--- config.mk ---
export PLATFORM = sky130hd
export DESIGN_NAME = regfile_mp_sb
export DESIGN_NICKNAME = d
export VERILOG_FILES = /design/src/rtl/regfile_mp_sb.sv
export SDC_FILE = /design/constraint.sdc
export NUM_CORES = 2
export LEC_CHECK = 0
export ABC_AREA = 0
export CAP_MARGIN = 10
export CORE_MARGIN = 10
export CORE_UTILIZATION = 38
export DETAILED_ROUTE_END_ITERATION = 8
export GPL_TIMING_DRIVEN = 0
export SLEW_MARGIN = 10
export SYNTH_ARGS = -nofsm -noshare
export SYNTH_HDL_FRONTEND = slang
export SYNTH_SLANG_ARGS = --single-unit
--- constraint.sdc ---
create_clock -name clk -period 4.45 [get_ports clk]
set_input_delay 1.1125 -clock clk [delete_from_list [all_inputs] [get_ports clk]]
set_output_delay 1.1125 -clock clk [all_outputs]
set_load 0.1 [all_outputs]
--- src/rtl/regfile_mp_sb.sv ---
// Multi-port register file (NR read / NW write) with a per-register busy scoreboard.
// Latency: reads are combinational with same-cycle write bypass; writes and busy updates land at the clock edge.
// Backpressure: none; every port is accepted every cycle.
module regfile_mp_sb #(
  parameter int XLEN          = 32,
  parameter int REG_NUM       = 32,
  parameter int RF_ADDR_WIDTH = 5,
  parameter int NR            = 2,
  parameter int NW            = 2
) (
  input  logic                        clk,
  input  logic                        rst,
  input  logic [NR*RF_ADDR_WIDTH-1:0] rf_raddr,
  output logic [NR*XLEN-1:0]          rf_rdata,
  output logic [NR-1:0]               rf_rbusy,
  input  logic [NW-1:0]               rf_wen,
  input  logic [NW*RF_ADDR_WIDTH-1:0] rf_waddr,
  input  logic [NW*XLEN-1:0]          rf_wdata,
  input  logic                        sb_set,
  input  logic [RF_ADDR_WIDTH-1:0]    sb_addr,
  input  logic                        sb_flush
);

  logic [XLEN-1:0]          r_regs [REG_NUM];
  logic [REG_NUM-1:0]       r_busy;
  logic [REG_NUM-1:0]       w_busy_nxt;

  logic [RF_ADDR_WIDTH-1:0] w_raddr [NR];
  logic [XLEN-1:0]          w_rdata [NR];
  logic                     w_rbusy [NR];
  logic [RF_ADDR_WIDTH-1:0] w_waddr [NW];
  logic [XLEN-1:0]          w_wdata [NW];

  // Unpack the flat port buses into per-port views.
  for (genvar k = 0; k < NR; k++) begin : g_rd
    assign w_raddr[k]                  = rf_raddr[k*RF_ADDR_WIDTH +: RF_ADDR_WIDTH];
    assign rf_rdata[k*XLEN +: XLEN]    = w_rdata[k];
    assign rf_rbusy[k]                 = w_rbusy[k];
  end
  for (genvar j = 0; j < NW; j++) begin : g_wr
    assign w_waddr[j] = rf_waddr[j*RF_ADDR_WIDTH +: RF_ADDR_WIDTH];
    assign w_wdata[j] = rf_wdata[j*XLEN +: XLEN];
  end

  // Read mux: stored value, overridden by matching writes (ascending loop so the
  // highest-index port wins), with x0 forced to zero last.
  always_comb begin
    for (int k = 0; k < NR; k++) begin
      w_rdata[k] = r_regs[w_raddr[k]];
      w_rbusy[k] = r_busy[w_raddr[k]];
      for (int j = 0; j < NW; j++) begin
        if (rf_wen[j] && (w_waddr[j] == w_raddr[k])) begin
          w_rdata[k] = w_wdata[j];
          w_rbusy[k] = 1'b0;
        end
      end
      if (w_raddr[k] == '0) begin
        w_rdata[k] = '0;
        w_rbusy[k] = 1'b0;
      end
    end
  end

  // Next busy vector: flush, then write-clears, then issue-set so a new producer wins.
  always_comb begin
    w_busy_nxt = r_busy;
    if (sb_flush) begin
      w_busy_nxt = '0;
    end
    for (int j = 0; j < NW; j++) begin
      if (rf_wen[j] && (w_waddr[j] != '0)) begin
        w_busy_nxt[w_waddr[j]] = 1'b0;
      end
    end
    if (sb_set && (sb_addr != '0)) begin
      w_busy_nxt[sb_addr] = 1'b1;
    end
  end

  // Register storage: reset clears all; otherwise later write ports override earlier ones.
  always_ff @(posedge clk) begin
    if (rst) begin
      for (int i = 0; i < REG_NUM; i++) begin
        r_regs[i] <= '0;
      end
    end else begin
      for (int j = 0; j < NW; j++) begin
        if (rf_wen[j] && (w_waddr[j] != '0)) begin
          r_regs[w_waddr[j]] <= w_wdata[j];
        end
      end
    end
  end

  // Busy scoreboard register.
  always_ff @(posedge clk) begin
    if (rst) begin
      r_busy <= '0;
    end else begin
      r_busy <= w_busy_nxt;
    end
  end

endmodule

==> After elaboration in Yosys (flattened, before gate mapping) <==
Memory sizes are Yosys's and may differ from the RTL's.
Cells that the tools add are included.
{ "totals": {"ff_bits": 32, "inputBits": 95, "mem_count": 1, "ramBits": 1024, "elab_cells": 76, "out_inout_bits": 66} }
{ "mem_list": {"columns": ["memory", "depth", "width", "read_ports", "rd_ports_with_merged_regs", "write_ports", "line", "rtl"], "rows": [
  ["r_regs", 32, 32, 2, 0, 32, "24", "logic [XLEN-1:0] r_regs [REG_NUM];"]
]} }
{ "classes": {"n_mux": 40, "n_lt_le_gt_ge": 8, "n_eq_ne": 4, "bitwise_logic": 5, "reduce_logical": 17} }
{ "op_table": {"columns": ["op", "count"], "rows": [
  ["2-to-1 mux 32 bit", 12],
  ["bitwise AND 32 bit", 2],
  ["NOT 32 bit", 2],
  ["OR reduction 32 bit", 2],
  ["bitwise OR 32 bit", 1],
  ["less-than comparator 5 x 6 -> 1 bit, second input constant", 5],
  ["2-to-1 mux 1 bit", 21],
  ["equality test 5 bit", 4],
  ["demux 1 bit (select 5 bit)", 3],
  ["greater-or-equal comparator 5 x 1 -> 1 bit, second input constant", 3],
  ["nonzero test 5 bit", 3],
  ["binary-select mux 1 bit (select 5 bit)", 2],
  ["logical AND 1 bit", 10],
  ["zero test 5 bit", 2],
  ["2-to-1 mux 5 bit", 2]
]} }

==> Longest topological paths before layout <==
{ "logic_depth": {"word_depth": 11, "mapped_depth": 10, "ltp_nobuf": 5} }

==> Least setup slack after synthesis <==
Ideal clock, no wire load.
{ "synth_path": {"path_kind": "input -> output", "startpoint": "in rf_raddr[7]", "endpoint": "out rf_rdata[55]", "t_required_ns": 3.338, "n_path_buf": 4, "cell_stages": 8, "arrival_ns": 4.712, "setup_slack_ns": -1.375, "cell_sequence": "buf_2 nor2_1 and3_1 buf_1 or3_1 buf_2 clkbuf_1 o32ai_1"} }
{ "synth_via": {"elab_chain_len": 5, "word_cells_on_any_way": 9, "cone_classes": "eq/ne (2); mux (3); reduce/logical (3); memory (1)"} }
{ "synth_lines": {"columns": ["item", "line", "rtl"], "rows": [
  ["start, declared", "13", "input logic [NR*RF_ADDR_WIDTH-1:0] rf_raddr,"],
  ["parallel branches: the longest is 4 deep, another holds memory read (32 x 32 bit)", null, null],
  ["2-to-1 mux 32 bit (*)", "57", "if (w_raddr[k] == '0) begin"],
  ["end, declared", "14", "output logic [NR*XLEN-1:0] rf_rdata,"]
]} }
Every way passes the cells marked *.

==> Worst setup path after layout <==
{ "layout_path": {"startpoint": "in rf_raddr[6]", "endpoint": "out rf_rdata[60]"} }
Same word-level chain as after synthesis.

==> implementation parameters <==
Parameter                              Value

Hold path
  Worst hold path class    reg -> reg
  Startpoint of the lowest-slack hold path    r_busy[0]$_SDFF_PP0_

Clocking
  Maximum count of clock buffers along a single path    3
  Clock Pin Slew Worst Setup and Hold Paths    60 ps
  Total of hold buffers inserted after clock tree synthesis    0
  TritonCTS clock tree    yes
  Skew-Pair Late Insertion Delay    740 ps
  Buffer cell driving the clock tree root    sky130_fd_sc_hd__clkbuf_16
  Number of levels the H-tree was split into    3
  Number of clock buffers inserted by TritonCTS    114
  Clock sink count    1056

STA
  Max transition margin    1.42%
  Setup-failing EPs final    58
  Post-layout worst setup margin    -189 ps
  Maximum clock rate    216 MHz
  Final Skew    0 ps
  Worst-Margin Slew    1470 ps
  Post-layout min period    4640 ps
  Unrepaired setup endpoints after global routing    yes
  Final worst path period share    104%
  Final Slew Violations    0
  Final Hold Fails    0

Worst setup path
  Setup crit end kind    output port
  Setup crit start kind    primary input
  Worst EP required    3340 ps
  Critical Path Source    rf_raddr[6]
  Most repeated library cell on the critical path    sky130_fd_sc_hd__buf_12
  Top Family by Delay on Critical Path    buffers and inverters
  Series of cell instances along the critical path    buf_6, buf_12, buf_16, buf_12, buf_12, buf_6, mux4_2, a211oi_4, o32ai_4, buf_12
  Critical-path maximum fanout    10
  Slowest cell on the critical path    sky130_fd_sc_hd__a211oi_4
  Category of the critical setup timing path    in -> out
  Combined buffer and inverter count along the critical path    7
  R2r startpoint    r_busy[8]$_SDFF_PP0_
  Arrival time worst endpoint    3530 ps
  Maximum single-stage delay on the critical path    420 ps

Logic synthesis
  Count of unique library cells instantiated by Yosys    58
  Top-area cell type share of the netlist area    49.7%
  Cell with the most instances after synthesis    sky130_fd_sc_hd__a22o_1
  Cell count after synthesis    4428
  Async SR Flop Fraction    0%
  Biggest area consumer among synthesized cells    sky130_fd_sc_hd__edfxtp_1
  Top post-synthesis cells by area    sky130_fd_sc_hd__edfxtp_1 50%, sky130_fd_sc_hd__a22o_1 15%, sky130_fd_sc_hd__mux4_2 15%
  Dominant register cell in the synthesized netlist    sky130_fd_sc_hd__edfxtp_1
  Number of storage elements in the synthesis netlist    1056
  Synth Area per Inst    14.0 um^2
  Post-synthesis instance area    61900 um^2
  Number of enable-type register cells in the synthesized netlist    1024
  Cell types with the highest counts after synthesis    1053 x sky130_fd_sc_hd__a22o_1, 1024 x sky130_fd_sc_hd__edfxtp_1, 427 x sky130_fd_sc_hd__clkbuf_1, 407 x sky130_fd_sc_hd__mux4_2, 258 x sky130_fd_sc_hd__mux2i_1
  Synthesis warning total    0
  Register area share after synthesis    50.7%

Route
  Post-detailed-routing wire length    325 mm
  Pre-Repair DR Iteration Count    7
  Vias post-DR    53100
  Wirelength per Cell    45.4 um
  DRC violation total after the first TritonRoute iteration    10200
  Remaining number of nets flagged by the antenna check after routing    0
  Remaining DRCs    0
  Detailed-route vias per instance    7.41

Placement
  Placed Instance Area    67300 um^2
  Final HPWL from detailed placement    230 mm
  Gp weighted congestion    1.06
  Setup Slack @ Placement    -3160 ps
  Port bufs    84

Floorplanning
  Initial core utilization    38.1%
  # rows    148
  Total core area    162000 um^2
  Die Outline Area    180000 um^2
  Die height    424 um
  DIE WIDTH    424 um
  Num ports    161

Final layout
  Core Util, Final    48.1%
  Post-layout nets    4949
  Fraction of final layout cells sized beyond drive strength 1    33.2%
  Area taken by multi-input logic gates    31000 um^2
  Seq. cell area    31400 um^2
  Post-route cell area    78100 um^2
  Area delta synth->final    26.1%
  Filler cell count    14100

Global route
  Antenna violations before repair    28
  Global-route wire length before repair    431 mm
  Via count of the first global-routing pass    50300
  Remaining Overflow, GRT    0
  Aggregate global-route resource usage    34.8%
  Pin count of the biggest net entering global routing    33

Status
  Violations in the final reports    max-capacitance violations, negative setup slack
  Status    finished, violations left

Power and ir drop
  P_leak    26.8 nW
  Largest vdd supply drop    0.000339 V
  Ratio of total power to cell area    355 nW/um^2
  Overall Power    27.7 mW

Run
  Max-cap violations    1
[sequential cells by signal (all words and copies together) (netlist names)]
signal  count
r_busy     32
r_regs   1024
[logic make-up after synthesis]
logic type | Yosys count | share of synthesized area [%]
buf+inv | 753 | 5.31
xor+xnor | 20 | 0.283
simple gates | 406 | 3.53
compound gates | 1468 | 20.1
other cells | 1 | 0.00606
mux | 724 | 20.0
flops | 1056 | 50.7
[report_power, final]
group | total (mW) | switching [mW] | internal [mW] | leakage (nW)
logic | 6.13 | 3.94 | 2.19 | 15.0
clock network | 9.73 | 4.46 | 5.26 | 1.77
registers | 11.9 | 0.323 | 11.5 | 10.1
[worst paths after layout]
check	to	slack (ps)	cells after the start
worst max-delay path	rf_rdata[60]	-190	10
worst min register to register	r_busy[0]$_SDFF_PP0_	490	1
worst min-delay path	r_busy[0]$_SDFF_PP0_	490	1
worst max register to register	r_busy[8]$_SDFF_PP0_	3790	1
[repair_timing]
action | 4_1_cts | 5_1_grt
setup endpoints to repair | 66 | 66
resized for setup | 1466 | 259
gates cloned | 16 | 4
pin swaps | 110 | 103
setup buffers | 93 | 40
[metrics by stage]
| step | TNS (ps) | hold slack, ps | cells |
|---|---|---|---|
| finish | -4910 | 487 | 7160 |
| global route | -2770 | 515 | 7140 |
| CTS | -1750 | 490 | 7091 |
| detailed placement | -197200 | 473 | 6776 |
| global placement | -1806920 | 466 | 6718 |
| floorplan | -5470 | 443 | 4459 |
[layout by cell type (no fill, tap or decap), drive strengths merged, types with 5 or more instances in the layout]
cell              n
mux2i           258
nand2b           51
a31oi            37
o22ai            36
edfxtp         1024
nor2b            12
or3               6
mux2             59
buf             575
nand3             5
conb             32
and3              8
clkdlybuf4s50     8
a221oi           28
nand2            78
nor3b             7
clkbuf          552
clkinv           57
xor2             10
a21oi            28
nor3            121
bufinv            9
o221ai           64
diode            31
xnor2            10
inv              37
o21ai            30
o211a            28
nor4             43
a211oi           64
and2              8
mux4            407
a32o             31
a22o           1053
o32ai            31
nand3b            6
a221o            29
dfxtp            32
nor2             46
[routing by layer]
layer | vias up | global-route usage, % | part of all wire (%)
met1 | 26900 | 40.9 | 33
met5 | - | 0.457 | 0.056
li1 | 19500 | - | -
met4 | 16 | 29.1 | 11
met3 | 1333 | 13.4 | 15
met2 | 5262 | 50.1 | 42
[layout make-up]
cell class                      count  area share [%]
Clock inverter                     73           0.883
Tap cell                         2175            3.49
Multi-Input combinational cell   2650            39.7
Sequential cell                  1056            40.2
Buffer                            709            6.59
Clock buffer                      143            3.79
Timing Repair Buffer              289            5.06
Inverter                           34           0.168
Antenna cell                       31          0.0994
No activity file was read; power rests on OpenSTA's default activity.
